==> src/rtl/hidden_cpu_pkg.sv <==
// Shared opcodes, MISC sub-codes, FSM states and register reset values for the HiddenCPU core.
// Used by hidden_cpu_alu and hidden_cpu_core (optional macro HIDDENCPU_RAM_CLEAR_EN lives in the core).
package hidden_cpu_pkg;

    typedef enum logic [1:0] {
        OP_ADD  = 2'b00,
        OP_SUB  = 2'b01,
        OP_MISC = 2'b10,
        OP_NAND = 2'b11
    } op_e;

    typedef enum logic [1:0] {
        SUB_LOAD   = 2'b00,
        SUB_STORE  = 2'b01,
        SUB_BCF    = 2'b10,
        SUB_TOGGLE = 2'b11
    } sub_e;

    typedef enum logic [1:0] {
        ST_INIT = 2'b00,
        ST_EXEC = 2'b01,
        ST_RD   = 2'b10
    } state_e;

    localparam int NUM_REGS = 4;

    // Each register resets to its own index: r0..r3 = 0..3.
    function automatic logic [1:0] reg_rst_val(input logic [1:0] idx);
        return idx;
    endfunction

endpackage

==> src/rtl/hidden_cpu_alu.sv <==
// Combinational ADD/SUB/NAND datapath; carry_out is carry for ADD, borrow for SUB, 0 otherwise.
module hidden_cpu_alu
    import hidden_cpu_pkg::*;
#(
    parameter int DATA_W = 8
) (
    input  logic [1:0]        op,
    input  logic [DATA_W-1:0] a,
    input  logic [DATA_W-1:0] b,
    output logic [DATA_W-1:0] result,
    output logic              carry_out
);

    logic [DATA_W:0] ext_s;

    // Widened arithmetic: the extra top bit is carry (ADD) or borrow (SUB).
    always_comb begin
        ext_s     = '0;
        result    = '0;
        carry_out = 1'b0;
        case (op_e'(op))
            OP_ADD: begin
                ext_s     = {1'b0, a} + {1'b0, b};
                result    = ext_s[DATA_W-1:0];
                carry_out = ext_s[DATA_W];
            end
            OP_SUB: begin
                ext_s     = {1'b0, a} - {1'b0, b};
                result    = ext_s[DATA_W-1:0];
                carry_out = ext_s[DATA_W];
            end
            OP_NAND: begin
                result    = ~(a & b);
                carry_out = 1'b0;
            end
            default: begin
                result    = '0;
                carry_out = 1'b0;
            end
        endcase
    end

endmodule

==> src/rtl/hidden_cpu_core.sv <==
// HiddenCPU execution core: register file, PC, carry, data RAM and EXEC/RD/INIT control.
// Define HIDDENCPU_RAM_CLEAR_EN to zero the RAM with a post-reset sweep before accepting instructions.
module hidden_cpu_core
    import hidden_cpu_pkg::*;
#(
    parameter int DATA_W    = 8,
    parameter int RAM_DEPTH = 16
) (
    input  logic              clk,
    input  logic              rst,
    input  logic              instr_valid,
    input  logic [5:0]        instr,
    output logic              instr_ready,
    output logic [DATA_W-1:0] out_data,
    output logic              carry,
    output logic              sel_out
);

    localparam int RAM_AW = $clog2(RAM_DEPTH);

`ifdef HIDDENCPU_RAM_CLEAR_EN
    localparam state_e RESET_STATE = ST_INIT;
    logic [RAM_AW-1:0] sweep_r;
`else
    localparam state_e RESET_STATE = ST_EXEC;
`endif

    state_e            state_r;
    logic [DATA_W-1:0] regs_r [NUM_REGS];
    logic [DATA_W-1:0] pc_r;
    logic [DATA_W-1:0] rdata_r;
    logic              carry_r;
    logic              sel_out_r;
    logic [DATA_W-1:0] ram_r [RAM_DEPTH];

    op_e               op_s;
    sub_e              sub_s;
    logic [1:0]        ra_s;
    logic [1:0]        rb_s;
    logic              accept_s;
    logic              store_s;
    logic              bcf_taken_s;
    logic [RAM_AW-1:0] addr_s;
    logic [DATA_W-1:0] pc_next_s;
    logic [DATA_W-1:0] alu_res_s;
    logic              alu_carry_s;

    assign op_s        = op_e'(instr[5:4]);
    assign ra_s        = instr[3:2];
    assign rb_s        = instr[1:0];
    assign sub_s       = sub_e'(instr[1:0]);
    assign instr_ready = (state_r == ST_EXEC);
    assign accept_s    = instr_valid & instr_ready;
    assign addr_s      = RAM_AW'({regs_r[1], regs_r[2]});
    assign store_s     = accept_s & (op_s == OP_MISC) & (sub_s == SUB_STORE);
    assign bcf_taken_s = (op_s == OP_MISC) & (sub_s == SUB_BCF) & carry_r;
    assign pc_next_s   = bcf_taken_s ? (pc_r + regs_r[3]) : (pc_r + DATA_W'(1));

    assign out_data = sel_out_r ? pc_r : regs_r[3];
    assign carry    = carry_r;
    assign sel_out  = sel_out_r;

    hidden_cpu_alu #(.DATA_W(DATA_W)) u_alu (
        .op        (instr[5:4]),
        .a         (regs_r[ra_s]),
        .b         (regs_r[rb_s]),
        .result    (alu_res_s),
        .carry_out (alu_carry_s)
    );

    // Control FSM plus all architectural state except the RAM array.
    always_ff @(posedge clk) begin
        if (rst) begin
            state_r   <= RESET_STATE;
            pc_r      <= '0;
            carry_r   <= 1'b0;
            sel_out_r <= 1'b0;
            rdata_r   <= '0;
            for (int i = 0; i < NUM_REGS; i++) begin
                regs_r[i] <= DATA_W'(reg_rst_val(2'(i)));
            end
`ifdef HIDDENCPU_RAM_CLEAR_EN
            sweep_r   <= '0;
`endif
        end else begin
            case (state_r)
                ST_INIT: begin
`ifdef HIDDENCPU_RAM_CLEAR_EN
                    sweep_r <= sweep_r + RAM_AW'(1);
                    if (sweep_r == RAM_AW'(RAM_DEPTH - 1)) begin
                        state_r <= ST_EXEC;
                    end
`else
                    state_r <= ST_EXEC;
`endif
                end
                ST_EXEC: begin
                    if (accept_s) begin
                        pc_r <= pc_next_s;
                        case (op_s)
                            OP_ADD, OP_SUB: begin
                                regs_r[ra_s] <= alu_res_s;
                                carry_r      <= alu_carry_s;
                            end
                            OP_NAND: regs_r[ra_s] <= alu_res_s;
                            OP_MISC: begin
                                case (sub_s)
                                    SUB_LOAD: begin
                                        rdata_r <= ram_r[addr_s];
                                        state_r <= ST_RD;
                                    end
                                    SUB_TOGGLE: sel_out_r <= ~sel_out_r;
                                    default: ;
                                endcase
                            end
                            default: ;
                        endcase
                    end
                end
                ST_RD: begin
                    regs_r[3] <= rdata_r;
                    state_r   <= ST_EXEC;
                end
                default: state_r <= RESET_STATE;
            endcase
        end
    end

    // Data RAM writes; reset blocks every write so a dropped STORE leaves no trace.
    always_ff @(posedge clk) begin
`ifdef HIDDENCPU_RAM_CLEAR_EN
        if (!rst) begin
            if (state_r == ST_INIT) begin
                ram_r[sweep_r] <= '0;
            end else if (store_s) begin
                ram_r[addr_s] <= regs_r[3];
            end
        end
`else
        if (!rst && store_s) begin
            ram_r[addr_s] <= regs_r[3];
        end
`endif
    end

endmodule

==> config.mk <==
export PLATFORM = sky130hd
export DESIGN_NAME = hidden_cpu_core
export DESIGN_NICKNAME = d
export VERILOG_FILES = /design/src/rtl/hidden_cpu_pkg.sv /design/src/rtl/hidden_cpu_alu.sv /design/src/rtl/hidden_cpu_core.sv
export SDC_FILE = /design/constraint.sdc
export NUM_CORES = 1
export LEC_CHECK = 0
export BUFFER_PORTS_ARGS = -buffer_cell sky130_fd_sc_hd__buf_2
export CAP_MARGIN = 20
export CORE_UTILIZATION = 40
export CTS_CLUSTER_DIAMETER = 200
export DETAILED_ROUTE_END_ITERATION = 10
export SLEW_MARGIN = 30
export SYNTH_ARGS = -nofsm -noshare
export SYNTH_HDL_FRONTEND = slang
export SYNTH_SLANG_ARGS = --single-unit
==> constraint.sdc <==
create_clock -name clk -period 3.9 [get_ports clk]
set_clock_uncertainty 0.05 [all_clocks]
set_input_delay 0.78 -clock clk [delete_from_list [all_inputs] [get_ports clk]]
set_output_delay 0.78 -clock clk [all_outputs]
set_load 0.05 [all_outputs]
==> impl_metrics.py <==
metrics = {
    "outcome": {
        "outcome": "finished, final reports clean",
    },
    "routing": {
        "ant_nets": 0,
        "viasPerCell": 5.71,
        "drc": 0,
        "avgRoutedWirePerCell_um": 21.1,
        "drtIter0Drc": 411,
        "via_count": 5040,
        "drt-total-wl_mm": 18.6,
        "dr.pass1.iters": 5,
    },
    "synthesis": {
        "yosys-top-cells-area": "edfxtp_1, mux4_2, mux4_1",
        "synth-seq-area-share_pct": 60.3,
        "synth-edff-count": 160,
        "yosysWarningCount": 0,
        "syn_area_um2": 8630,
        "synth_common_cells": "edfxtp_1, nor2_1, mux4_2",
        "postSynthAreaPerCell_um2": 15.4,
        "synth_top_area_share_pct": 55.6,
        "synth_ff_type": "edfxtp_1",
        "synth.distinct_cells": 51,
        "syn_inst": 560,
        "yosysMostFrequentCell": "edfxtp_1",
        "ys_async_sr_fraction_pct": 0,
        "synth.largest_area_cell": "edfxtp_1",
        "syn-num-nets": 596,
        "ys_seq_elements": 180,
    },
    "layout": {
        "area_growth_syn_to_layout_pct": 12.6,
        "stdcell_area_um2": 9720,
        "nets": 630,
        "drive_gt1_share_pct": 20.8,
        "stdcell_count": 882,
        "multiInputGateArea_um2": 3180,
        "fill_cells": 1820,
        "regArea_um2": 5200,
        "final_util_pct": 46.1,
        "diodes": 0,
    },
    "cts": {
        "cts_setup_buffers": 0,
        "clock_sinks": 180,
        "ctsHoldBuffers": 0,
        "postCtsResizedCells": 0,
        "cts-root-buf": "clkbuf_16",
        "clk_pin_slew_ns": 0.07,
        "cts_buffer_depth": 2,
        "cts_tree": "done",
        "cts_htree_levels": 4,
        "cts_buffers": 17,
        "worstSkewPairLatency_ns": 0.43,
    },
    "power_and_ir_drop": {
        "internal-power_mw": 3.27,
        "power_leakage_nw": 3.44,
        "pwr-share-comb_pct": 10.8,
        "switchingPower_mw": 1.04,
        "clock_power_share_pct": 39.4,
        "vdd_drop_max_mv": 0.319,
        "powerDensity_nw_per_um2": 444,
        "power_frac_seq_pct": 49.8,
        "swShare_pct": 24.1,
    },
    "critical_path": {
        "arrival_ns": 3.54,
        "path_cells": "buf_2 > mux4_2 > ha_1 > nor3b_1 > nor3_1 > o21bai_1 > mux2_2 > a221oi_2 > nor2_1",
        "path_class": "input pin to flop",
        "endpoint_kind": "flop",
        "cp_max_fo": 12,
        "slowest_delay_ns": 0.58,
        "critPathSlowestCell": "mux4_2",
        "crit_required_ns": 4.01,
        "startpoint_type": "input pin",
    },
    "floorplan": {
        "floorplan.initialDensity_pct": 40.9,
        "die_y_um": 149,
        "num_rows": 53,
        "die-area_um2": 22200,
        "coreArea_um2": 21100,
        "die_x_um": 149,
        "ios": 20,
    },
    "grt": {
        "grt_max_degree": 40,
        "antenna_found_initial": 0,
        "grt_remaining_overflow": 0,
        "grt_pass1_vias": 4924,
        "grt_usage_pct": 18.0,
        "grt_pass1_wl_mm": 29.2,
    },
    "timing": {
        "rsz0062_at_grt": "false",
        "post-route-min-period_ns": 3.43,
        "tns_ns": 0,
        "period_share_pct": 88.0,
        "hold_slack_ns": 0.430,
        "setup_viol": 0,
        "finalMaxSlewViolations": 0,
        "worst_pin_slew_ns": 0.819,
        "finalHoldViolCount": 0,
        "fmax_mhz": 291,
        "relSlewSlack_pct": 45.2,
    },
    "placement": {
        "dp_cells": 850,
        "place_hpwl_mm": 12.9,
        "place.gp.congestion": 0.839,
        "io_buffers": 19,
        "placed_area_um2": 9130,
    },
    "min_path": {
        "worstHoldPathType": "flop to flop",
    },
    "run": {
        "maxCapViolCount": 0,
    },
}
==> worst paths after layout <==
kind,depth (start not counted),to,startpoint,slack (ns)
hold reg to reg,2,pc_r[0],pc_r[0],0.43
hold / removal,2,pc_r[0],pc_r[0],0.43
setup / recovery,9,regs_r[2][5],instr[2],0.47
setup reg to reg,8,regs_r[1][6],regs_r[2][3],0.64
==> worst max-delay path: cells and delay by family <==
family                     cells  cell delay [ns]
and+or+nand+nor                3             0.56
adders and majority gates      1             0.43
buffers and inverters          1             0.30
muxes                          2             0.88
AOI/OAI and AO/OA              2             0.59
==> metal layers <==
| metal | part of all wire (%) | GRT usage (%) |
|---|---|---|
| met1 | 47 | 25.4 |
| met2 | 48 | 28.1 |
| met3 | 4.6 | 3.15 |
| met4 | 1.2 | 5.82 |
| met5 | 0 | 0 |
==> final cells by class <==
type / count / share of cell area [%]
clock inverters: 15 / 1.75
well taps: 275 / 3.54
multi-input cells: 325 / 32.7
clock buffers: 17 / 4.38
flip-flops and latches: 180 / 53.5
inverters: 22 / 0.849
repair buffers: 48 / 3.22
==> cell usage in the layout, fill, tap and decap left out, drive strengths merged, types with 3 or more instances in the layout <==
master	netlist	routed
fa	3	3
a221oi	4	4
nor2	44	44
o211ai	5	5
nand2	23	23
a211oi	3	3
o221ai	3	3
o21a	3	3
nand3	7	7
mux2	10	10
or3	6	6
a31oi	3	3
dfxtp	20	20
o21bai	3	3
nor3	14	14
o22ai	5	5
ha	24	24
nand4	4	4
buf	13	48
nor2b	11	11
mux4	56	56
xnor2	9	9
a22o	9	9
inv	22	28
edfxtp	160	160
o21ai	10	10
clkinv	0	6
mux2i	3	3
a21oi	21	21
clkbuf	20	17
a21o	4	4
nand2b	10	10
and2	9	9
==> sequential cells by signal, indices dropped and copies added (netlist names) <==
register,cells
regs_r,32
rdata_r,8
pc_r,8
sel_out,1
ram_r,128
state_r,2
carry,1
==> through the flow <==
step	power, mW	worst slack (ns)
floorplan	2.53	0.298
global placement	2.65	0.129
detailed placement	2.66	0.0337
CTS	4.35	0.484
global route	4.46	0.290
finish	4.32	0.468
==> power groups by stage <==
| stage | clock, mW | combinational (mW) | sequential, mW |
|---|---|---|---|
| final | 1.70 | 0.468 | 2.15 |
| after global routing | 1.80 | 0.510 | 2.15 |
| after CTS | 1.73 | 0.468 | 2.15 |
| after detailed placement | 0 | 0.464 | 2.19 |
| after global placement | 0 | 0.456 | 2.19 |
| after floorplan | 0 | 0.331 | 2.20 |
==> cells by family (layout without fill, tap and decap cells) <==
group	Yosys count	after routing	synth area share, %
adders and majority gates	27	27	4.17
muxes	69	69	17.3
and+or+nand+nor	135	135	7.62
buffers and inverters	55	102	2.85
DFF	180	180	60.3
xor gates and xnor gates	11	11	1.12
AOI/OAI and AO/OA	83	83	6.65
Note: power is estimated with default switching activity, not from simulation.
